===== src/rtl/pipe_ctrl.sv =====
// Pipeline control: arbitrates jump/flush and hold/stall requests for the PC, IF/ID and ID/EX stages.
// Optional hold watchdog is compiled in with `define CTRL_HOLD_TIMEOUT_EN.
module pipe_ctrl #(
  parameter int unsigned FLUSH_CYCLES = 2,
  parameter int unsigned HOLD_TIMEOUT = 16
) (
  input  logic        clk,
  input  logic        rst,
  input  logic        jump_en_i,
  input  logic [31:0] jump_addr_i,
  input  logic        hold_flag_i,
  input  logic        bus_hold_i,
  output logic        jump_en_o,
  output logic [31:0] jump_addr_o,
  output logic        flush_o,
  output logic        hold_o,
  output logic [15:0] jump_cnt_o,
  output logic        hold_timeout_o
);

  typedef enum logic [1:0] {
    IDLE,
    FLUSH,
    HOLD
  } state_e;

  localparam logic [2:0] FLUSH_LOAD = 3'(FLUSH_CYCLES - 1);

  if (FLUSH_CYCLES < 1 || FLUSH_CYCLES > 7 || HOLD_TIMEOUT < 2 || HOLD_TIMEOUT > 255) begin : gBadParam
    $error("pipe_ctrl: FLUSH_CYCLES must be 1..7 and HOLD_TIMEOUT 2..255");
  end

  state_e      state_q;
  logic [2:0]  flushCnt_q;
  logic [15:0] jumpCnt_q;
  logic [15:0] jumpCnt_d;
  logic        jumpAccept;
  logic        holdReq;
  logic        holdMask;

  // Jumps from squashed instructions (state FLUSH) are never accepted.
  always_comb begin
    jumpAccept = 1'b0;
    holdReq    = 1'b0;
    if (!rst) begin
      jumpAccept = jump_en_i && (state_q != FLUSH);
      holdReq    = hold_flag_i | bus_hold_i;
    end
  end

  always_comb begin
    jump_en_o   = jumpAccept;
    jump_addr_o = jumpAccept ? jump_addr_i : 32'h0;
    flush_o     = !rst && (jumpAccept || (state_q == FLUSH));
    hold_o      = !rst && (state_q != FLUSH) && !jumpAccept && holdReq && !holdMask;
  end

  always_ff @(posedge clk) begin
    if (rst) begin
      state_q    <= IDLE;
      flushCnt_q <= 3'd0;
    end else begin
      case (state_q)
        IDLE, HOLD: begin
          if (jumpAccept) begin
            flushCnt_q <= FLUSH_LOAD;
            state_q    <= (FLUSH_LOAD != 3'd0) ? FLUSH : IDLE;
          end else begin
            state_q <= hold_o ? HOLD : IDLE;
          end
        end
        FLUSH: begin
          flushCnt_q <= flushCnt_q - 3'd1;
          if (flushCnt_q <= 3'd1) begin
            state_q <= IDLE;
          end
        end
        default: begin
          state_q    <= IDLE;
          flushCnt_q <= 3'd0;
        end
      endcase
    end
  end

  always_comb begin
    jumpCnt_d = jumpCnt_q;
    if (jumpAccept && (jumpCnt_q != 16'hFFFF)) begin
      jumpCnt_d = jumpCnt_q + 16'd1;
    end
  end

  always_ff @(posedge clk) begin
    if (rst) begin
      jumpCnt_q <= 16'd0;
    end else begin
      jumpCnt_q <= jumpCnt_d;
    end
  end

  assign jump_cnt_o = jumpCnt_q;

`ifdef CTRL_HOLD_TIMEOUT_EN
  localparam logic [7:0] HOLD_LIMIT = 8'(HOLD_TIMEOUT - 1);

  logic [7:0] holdCnt_q;
  logic [7:0] holdCnt_d;
  logic       release_q;
  logic       release_d;
  logic       timeout_q;
  logic       timeout_d;

  // A release cycle drops hold_o for one cycle, which also clears the count.
  always_comb begin
    holdCnt_d = hold_o ? (holdCnt_q + 8'd1) : 8'd0;
    release_d = hold_o && (holdCnt_q == HOLD_LIMIT);
    timeout_d = timeout_q | release_q;
  end

  always_ff @(posedge clk) begin
    if (rst) begin
      holdCnt_q <= 8'd0;
      release_q <= 1'b0;
      timeout_q <= 1'b0;
    end else begin
      holdCnt_q <= holdCnt_d;
      release_q <= release_d;
      timeout_q <= timeout_d;
    end
  end

  assign holdMask       = release_q;
  assign hold_timeout_o = !rst && (timeout_q || release_q);
`else
  assign holdMask       = 1'b0;
  assign hold_timeout_o = 1'b0;
`endif

endmodule


===== config.mk =====
export PLATFORM = sky130hd
export DESIGN_NAME = pipe_ctrl
export DESIGN_NICKNAME = d
export VERILOG_FILES = /design/src/rtl/pipe_ctrl.sv
export SDC_FILE = /design/constraint.sdc
export NUM_CORES = 1
export LEC_CHECK = 0
export CORE_MARGIN = 1.5
export CORE_UTILIZATION = 39
export DETAILED_ROUTE_END_ITERATION = 12
export PLACE_DENSITY_LB_ADDON = 0.25
export SETUP_SLACK_MARGIN = 0.4
export SYNTH_ARGS = -nofsm -noshare
export SYNTH_HDL_FRONTEND = slang
export SYNTH_SLANG_ARGS = --single-unit

===== constraint.sdc =====
create_clock -name clk -period 3.7 [get_ports clk]
set_clock_uncertainty 0.2 [all_clocks]
set_input_delay 0.74 -clock clk [delete_from_list [all_inputs] [get_ports clk]]
set_output_delay 0.74 -clock clk [all_outputs]
set_load 0.05 [all_outputs]

==> results.py, run 1 <==
metrics = {
    "worst_setup_path": {
        "path_cells": "clkdlybuf4s50_1 > nor2b_2 > buf_4 > and3_1 > buf_12",
        "slowest_delay_ns": 0.47,
        "cp_max_fo": 32,
        "r2r-start": "jump_cnt_o[0]$_SDFFE_PP0P_",
        "crit_required_ns": 2.76,
        "r2r_cells": 5,
        "cp.arrival_ns": 2.16,
        "reg2reg_to": "jump_cnt_o[7]$_SDFFE_PP0P_",
        "critPathSlowestCell": "clkdlybuf4s50_1",
        "r2r_slack_ns": 1.38,
        "startpoint": "jump_en_i",
        "critical_path_class": "in -> out",
        "crit_path_start_kind": "input port",
        "end_kind": "output port",
    },
    "clocking": {
        "cts_buffer_depth": 2,
        "cts_root_buf": "clkbuf_4",
        "cts_resized": 0,
        "post_cts_buffers": 0,
        "numCtsBuffers": 3,
        "path_clk_slew_ns": 0.12,
        "postCtsHoldBufs": 0,
        "clock_sinks": 21,
        "htreeDepth": 1,
        "cts_tree": "yes",
        "worst_skew_pair.late_latency_ns": 0.32,
    },
    "drt": {
        "drt_first_pass_iters": 4,
        "route.detailed.drc": 0,
        "first_iter_violations": 67,
        "avgRoutedWirePerCell_um": 16.9,
        "routed_wl_mm": 5.12,
        "viasPerCell": 5.45,
        "ant_nets": 0,
        "dr_total_vias": 1651,
    },
    "floorplan": {
        "start_util": 0.414,
        "core_um2": 3390,
        "dieArea_um2": 3970,
        "die_y_um": 63.0,
        "io_pins": 89,
        "die_w_um": 63.0,
        "rows": 21,
    },
    "logic_synthesis": {
        "syn_area_per_cell_um2": 7.93,
        "ys_async_sr_fraction": 0,
        "seq_area_frac_synth": 0.299,
        "yosys_warnings": 0,
        "ys_dominant_reg_cell": "dfxtp_1",
        "syn_area_um2": 1400,
        "syn_inst": 177,
        "synth_cell_types": 40,
        "synth-edff-count": 0,
        "yosys_register_bits": 21,
        "syn_nets": 217,
    },
    "timing": {
        "maxSlewHeadroom": 0.537,
        "fin_tns_setup_ns": 0,
        "max_freq_mhz": 322,
        "setup_violations": 0,
        "hold_viol_final": 0,
        "fin_crit_sh": 0.839,
        "slew_viol_final": 0,
        "fin_crit_ns": 3.10,
        "tightestPinTransition_ns": 0.689,
        "rsz0062_at_grt": "no",
    },
    "cells_and_area": {
        "area_growth_pct": 89.8,
        "fillCellCount": 221,
        "nets": 298,
        "drive_gt1_frac": 0.214,
        "final_util": 0.786,
        "diodes": 0,
    },
    "grt": {
        "grt_util_all_layers": 0.256,
        "grtUsageMet1": 0.300,
        "grt.busiest_layer": "met2",
        "grt_pass1_wl_mm": 8.04,
        "gr-total-overflow": 0,
        "grt_pass1_vias": 1591,
        "grt_util_met2": 0.467,
        "grt_max_degree": 33,
        "antenna_found_initial": 0,
        "use_met3": 0.0468,
    },
    "power_and_ir_drop": {
        "total_leakage_power_nw": 1.09,
        "power_density_nw_per_um2": 225,
        "irDropWorstVdd_uv": 267,
    },
    "run": {
        "drv_cap": 0,
    },
    "place": {
        "place_congestion": 0.843,
        "dp_hpwl_mm": 4.05,
        "numPortBuffers": 87,
    },
    "min_path": {
        "whs_path_depth": 2,
        "hold_end": "jump_cnt_o[14]$_SDFFE_PP0P_",
        "hp-class": "reg -> reg",
        "hold_path_startpoint": "jump_cnt_o[14]$_SDFFE_PP0P_",
    },
    "run_status": {
        "status": "finished clean",
    },
}
-- layout make-up --
type / count / area, um^2 / share of cell area
Clock buffer: 3 / 22.5 / 0.00845
Clock inverter: 1 / 5.00 / 0.00188
Inverter: 8 / 30.0 / 0.0113
Multi-Input combinational cell: 133 / 890 / 0.334
Sequential cell: 21 / 420 / 0.158
Tap cell: 46 / 57.6 / 0.0216
Timing Repair Buffer: 91 / 1240 / 0.465
-- cell usage after synthesis (2+ instances only) --
cell type | instances | area, um^2
o21ai_0 | 2 | 10.0
nand2_1 | 7 | 26.3
nor4_1 | 5 | 31.3
dfxtp_1 | 21 | 420
a211oi_1 | 3 | 22.5
ha_1 | 3 | 37.5
nor3_1 | 6 | 30.0
and3_1 | 32 | 200
a21oi_1 | 8 | 40.0
nor2b_1 | 5 | 31.3
o31ai_1 | 3 | 22.5
clkbuf_1 | 10 | 37.5
o32a_1 | 2 | 20.0
nor2_1 | 12 | 45.0
o311ai_0 | 4 | 35.0
or4_1 | 5 | 37.5
buf_4 | 4 | 30.0
nand2b_1 | 2 | 12.5
or3_1 | 2 | 12.5
nand4_1 | 4 | 25.0
inv_1 | 8 | 30.0
mux2_2 | 3 | 33.8
o41ai_1 | 4 | 35.0
nand3_1 | 6 | 30.0
-- per-stage QoR --
stage               area (um^2)  setup WS [ns]  power (mW)  instances  hold slack, ns
global route               2660          0.507       0.621        303           0.361
CTS                        2660          0.592       0.602        303           0.316
finish                     2660          0.596       0.598        303           0.325
detailed placement         2640          0.596       0.489        299           0.294
global placement           2640          0.621       0.484        299           0.284
floorplan                  1410          0.863       0.362        177           0.343
-- metal layers --
metal / part of all wire / wire length [um]
met5: 0 / 0
met4: 0.012 / 59
met3: 0.061 / 314
met2: 0.51 / 2590
met1: 0.42 / 2160
-- logic make-up after synthesis --
kind of cell	Yosys count	share of synthesized area
AND/OR/NAND/NOR	94	0.405
AO/OA/AOI/OAI	30	0.156
buffers and inverters	23	0.0731
flip-flops	21	0.299
multiplexers	4	0.0312
adder cells (fa/ha/maj)	3	0.0267
other	1	0.00267
XOR/XNOR	1	0.00624
-- placed cells by master (no fill, tap or decap), types with 2 or more instances in the layout --
| cell | count |
|---|---|
| mux2_2 | 3 |
| nor3_1 | 6 |
| or3_1 | 2 |
| clkdlybuf4s50_1 | 52 |
| or4_1 | 5 |
| nor2_1 | 12 |
| o41ai_1 | 4 |
| nor4_1 | 4 |
| a21oi_1 | 8 |
| ha_1 | 3 |
| o32a_1 | 2 |
| clkbuf_4 | 3 |
| buf_12 | 34 |
| o21ai_0 | 2 |
| nand2_1 | 7 |
| nand3_1 | 6 |
| dfxtp_1 | 21 |
| and3_1 | 32 |
| a211oi_1 | 3 |
| nand4_1 | 4 |
| o31ai_1 | 3 |
| buf_4 | 5 |
| nand2b_1 | 2 |
| inv_1 | 8 |
| o311ai_0 | 4 |
| nor2b_1 | 4 |
-- worst max path at each step --
stage	end	slack (ns)	cells after the start
final	jump_addr_o[31]	0.60	5
after global routing	jump_addr_o[31]	0.51	5
after CTS	jump_addr_o[2]	0.59	5
after detailed placement	jump_addr_o[2]	0.60	5
after global placement	jump_addr_o[2]	0.62	5
after floorplan	hold_o	0.86	2
-- where the power goes --
part	internal (mW)	leakage, nW	switching [mW]	total [mW]
combinational	0.120	0.904	0.125	0.245
sequential	0.232	0.170	0.00722	0.239
clock	0.0405	0.0177	0.0739	0.114
total	0.392	1.09	0.206	0.598
-- flip-flops by register name (all words and copies together) (netlist names) --
name	count
flushCnt_q	3
state_q	2
jump_cnt_o	16
-- worst max-delay path: cells and delay by family --
family	cells	cell delay [ns]
buffers and inverters	3	0.92
AND/OR/NAND/NOR	2	0.50
Power figures use the tool's default switching activity.
==> run 2: changes to the inputs <==
- CORE_UTILIZATION: 39 -> 33
- clock period: 3.7 -> 2.7 ns (I/O delays scaled with it)
==> results.py, run 2 (synthesis results as in run 1) <==
metrics = {
    "run_status": {
        "status": "finished clean",
    },
    "timing": {
        "slew_viol_final": 0,
        "maxSlewHeadroom": 0.637,
        "fin_crit_ns": 2.26,
        "max_freq_mhz": 442,
        "fin_crit_sh": 0.838,
        "tightestPinTransition_ns": 0.543,
        "rsz0062_at_grt": "no",
        "fin_tns_setup_ns": 0,
        "hold_viol_final": 0,
        "setup_violations": 0,
    },
    "drt": {
        "dr_total_vias": 1700,
        "route.detailed.drc": 0,
        "ant_nets": 0,
        "first_iter_violations": 50,
        "avgRoutedWirePerCell_um": 16.3,
        "met2WireLength_mm": 2.75,
        "wl_met1_mm": 1.98,
        "viasPerCell": 5.40,
        "routed_wl_mm": 5.13,
        "top_layer": "met4",
        "wl_met3_um": 289,
        "drt_first_pass_iters": 4,
    },
    "cells_and_area": {
        "nets": 306,
        "diodes": 0,
        "layout_common_cells": "clkdlybuf4s50_1 (40), buf_12 (37), and3_4 (23), dfxtp_1 (20), nor2_1 (11)",
        "largest_reg_flops": 16,
        "final_common_cell": "clkdlybuf4s50_1",
        "area_growth_pct": 114,
        "final_util": 0.739,
        "drive_gt1_frac": 0.377,
        "layout.cells.non_filler": 315,
    },
    "floorplan": {
        "die_w_um": 68.2,
        "rows": 23,
        "start_util": 0.346,
        "io_pins": 89,
        "core_um2": 4060,
        "die_y_um": 68.2,
        "dieArea_um2": 4650,
    },
    "grt": {
        "antenna_found_initial": 0,
        "grt_util_all_layers": 0.225,
        "gr-total-overflow": 0,
        "grt_pass1_vias": 1626,
        "grt_max_degree": 34,
        "grt_pass1_wl_mm": 7.87,
    },
    "clocking": {
        "clock_sinks": 21,
        "cts_tree": "yes",
        "path_clk_slew_ns": 0.08,
        "postCtsHoldBufs": 0,
        "htreeDepth": 1,
        "worst_skew_pair.late_latency_ns": 0.26,
        "cts_buffer_depth": 2,
        "numCtsBuffers": 3,
        "cts_root_buf": "clkbuf_8",
    },
    "place": {
        "dp.cells": 305,
        "place_congestion": 0.783,
        "numPortBuffers": 87,
        "dp_hpwl_mm": 3.72,
    },
    "worst_setup_path": {
        "slowest_delay_ns": 0.84,
        "r2r_slack_ns": 0.61,
        "r2r-start": "jump_cnt_o[0]$_SDFFE_PP0P_",
        "r2r_cells": 5,
        "crit_required_ns": 1.96,
        "path_delay_family": "buffers and inverters",
        "reg2reg_to": "jump_cnt_o[12]$_SDFFE_PP0P_",
        "crit_buf_inv": 1,
        "critPathSlowestCell": "clkdlybuf4s50_1",
        "end_kind": "output port",
        "cp_max_fo": 6,
        "critical_path_class": "reg -> out",
        "path_cells": "clkdlybuf4s50_1",
        "crit_path_start_kind": "flip-flop",
        "cp.arrival_ns": 1.52,
    },
    "power_and_ir_drop": {
        "total_leakage_power_nw": 1.29,
        "power_density_nw_per_um2": 308,
        "power_mw": 0.923,
        "irDropWorstVdd_uv": 318,
    },
    "min_path": {
        "whs_path_depth": 2,
        "hp-class": "reg -> reg",
        "hold_path_startpoint": "jump_cnt_o[14]$_SDFFE_PP0P_",
        "hold_end": "jump_cnt_o[14]$_SDFFE_PP0P_",
    },
    "run": {
        "drv_cap": 0,
    },
}
-- run 2: metrics by stage --
| stage | cell area [um^2] | hold slack, ns | setup slack [ns] |
|---|---|---|---|
| finish | 3000 | 0.290 | 0.438 |
| floorplan | 1460 | 0.343 | 0.417 |
| CTS | 2980 | 0.293 | 0.401 |
| global route | 3000 | 0.327 | 0.400 |
| detailed placement | 2720 | 0.284 | 0.0624 |
| global placement | 2720 | 0.277 | 0.0857 |
-- run 2: metal layers --
layer / up-vias / track usage
li1: 838 / -
met1: 804 / 0.239
met2: 50 / 0.431
met3: 8 / 0.0559
met4: 0 / 0.0650
met5: - / 0
-- run 2: worst max-delay path by stage --
| stage | startpoint | to | slack [ns] | depth (start not counted) |
|---|---|---|---|---|
| after floorplan | jump_cnt_o[0]$_SDFFE_PP0P_ | jump_cnt_o[3]$_SDFFE_PP0P_ | 0.42 | 6 |
| after global placement | jump_en_i | jump_addr_o[31] | 0.09 | 5 |
| after detailed placement | jump_en_i | jump_addr_o[0] | 0.06 | 5 |
| after CTS | jump_en_i | jump_addr_o[9] | 0.40 | 6 |
| after global routing | jump_cnt_o[7]$_SDFFE_PP0P_ | jump_cnt_o[7] | 0.40 | 1 |
| final | jump_cnt_o[7]$_SDFFE_PP0P_ | jump_cnt_o[7] | 0.44 | 1 |
-- run 2: power breakdown --
group          switching (mW)  internal, mW
logic                   0.183         0.204
registers             0.00975         0.318
clock network           0.103         0.105
-- run 2: area by class of cell --
class | instances | area [um^2]
repair buffers | 99 | 1400
fillers | 272 | 1060
multi-input cells | 133 | 1040
flip-flops and latches | 21 | 422
well taps | 50 | 62.6
clock buffers | 4 | 45.0
inverters | 8 | 30.0
-- run 2: what timing repair did --
item / in CTS / in global routing
pin swaps: 3 / 0
cloned: 2 / 0
setup endpoints to repair: 40 / 40
setup buffers: 4 / 0
resized for setup: 43 / 11
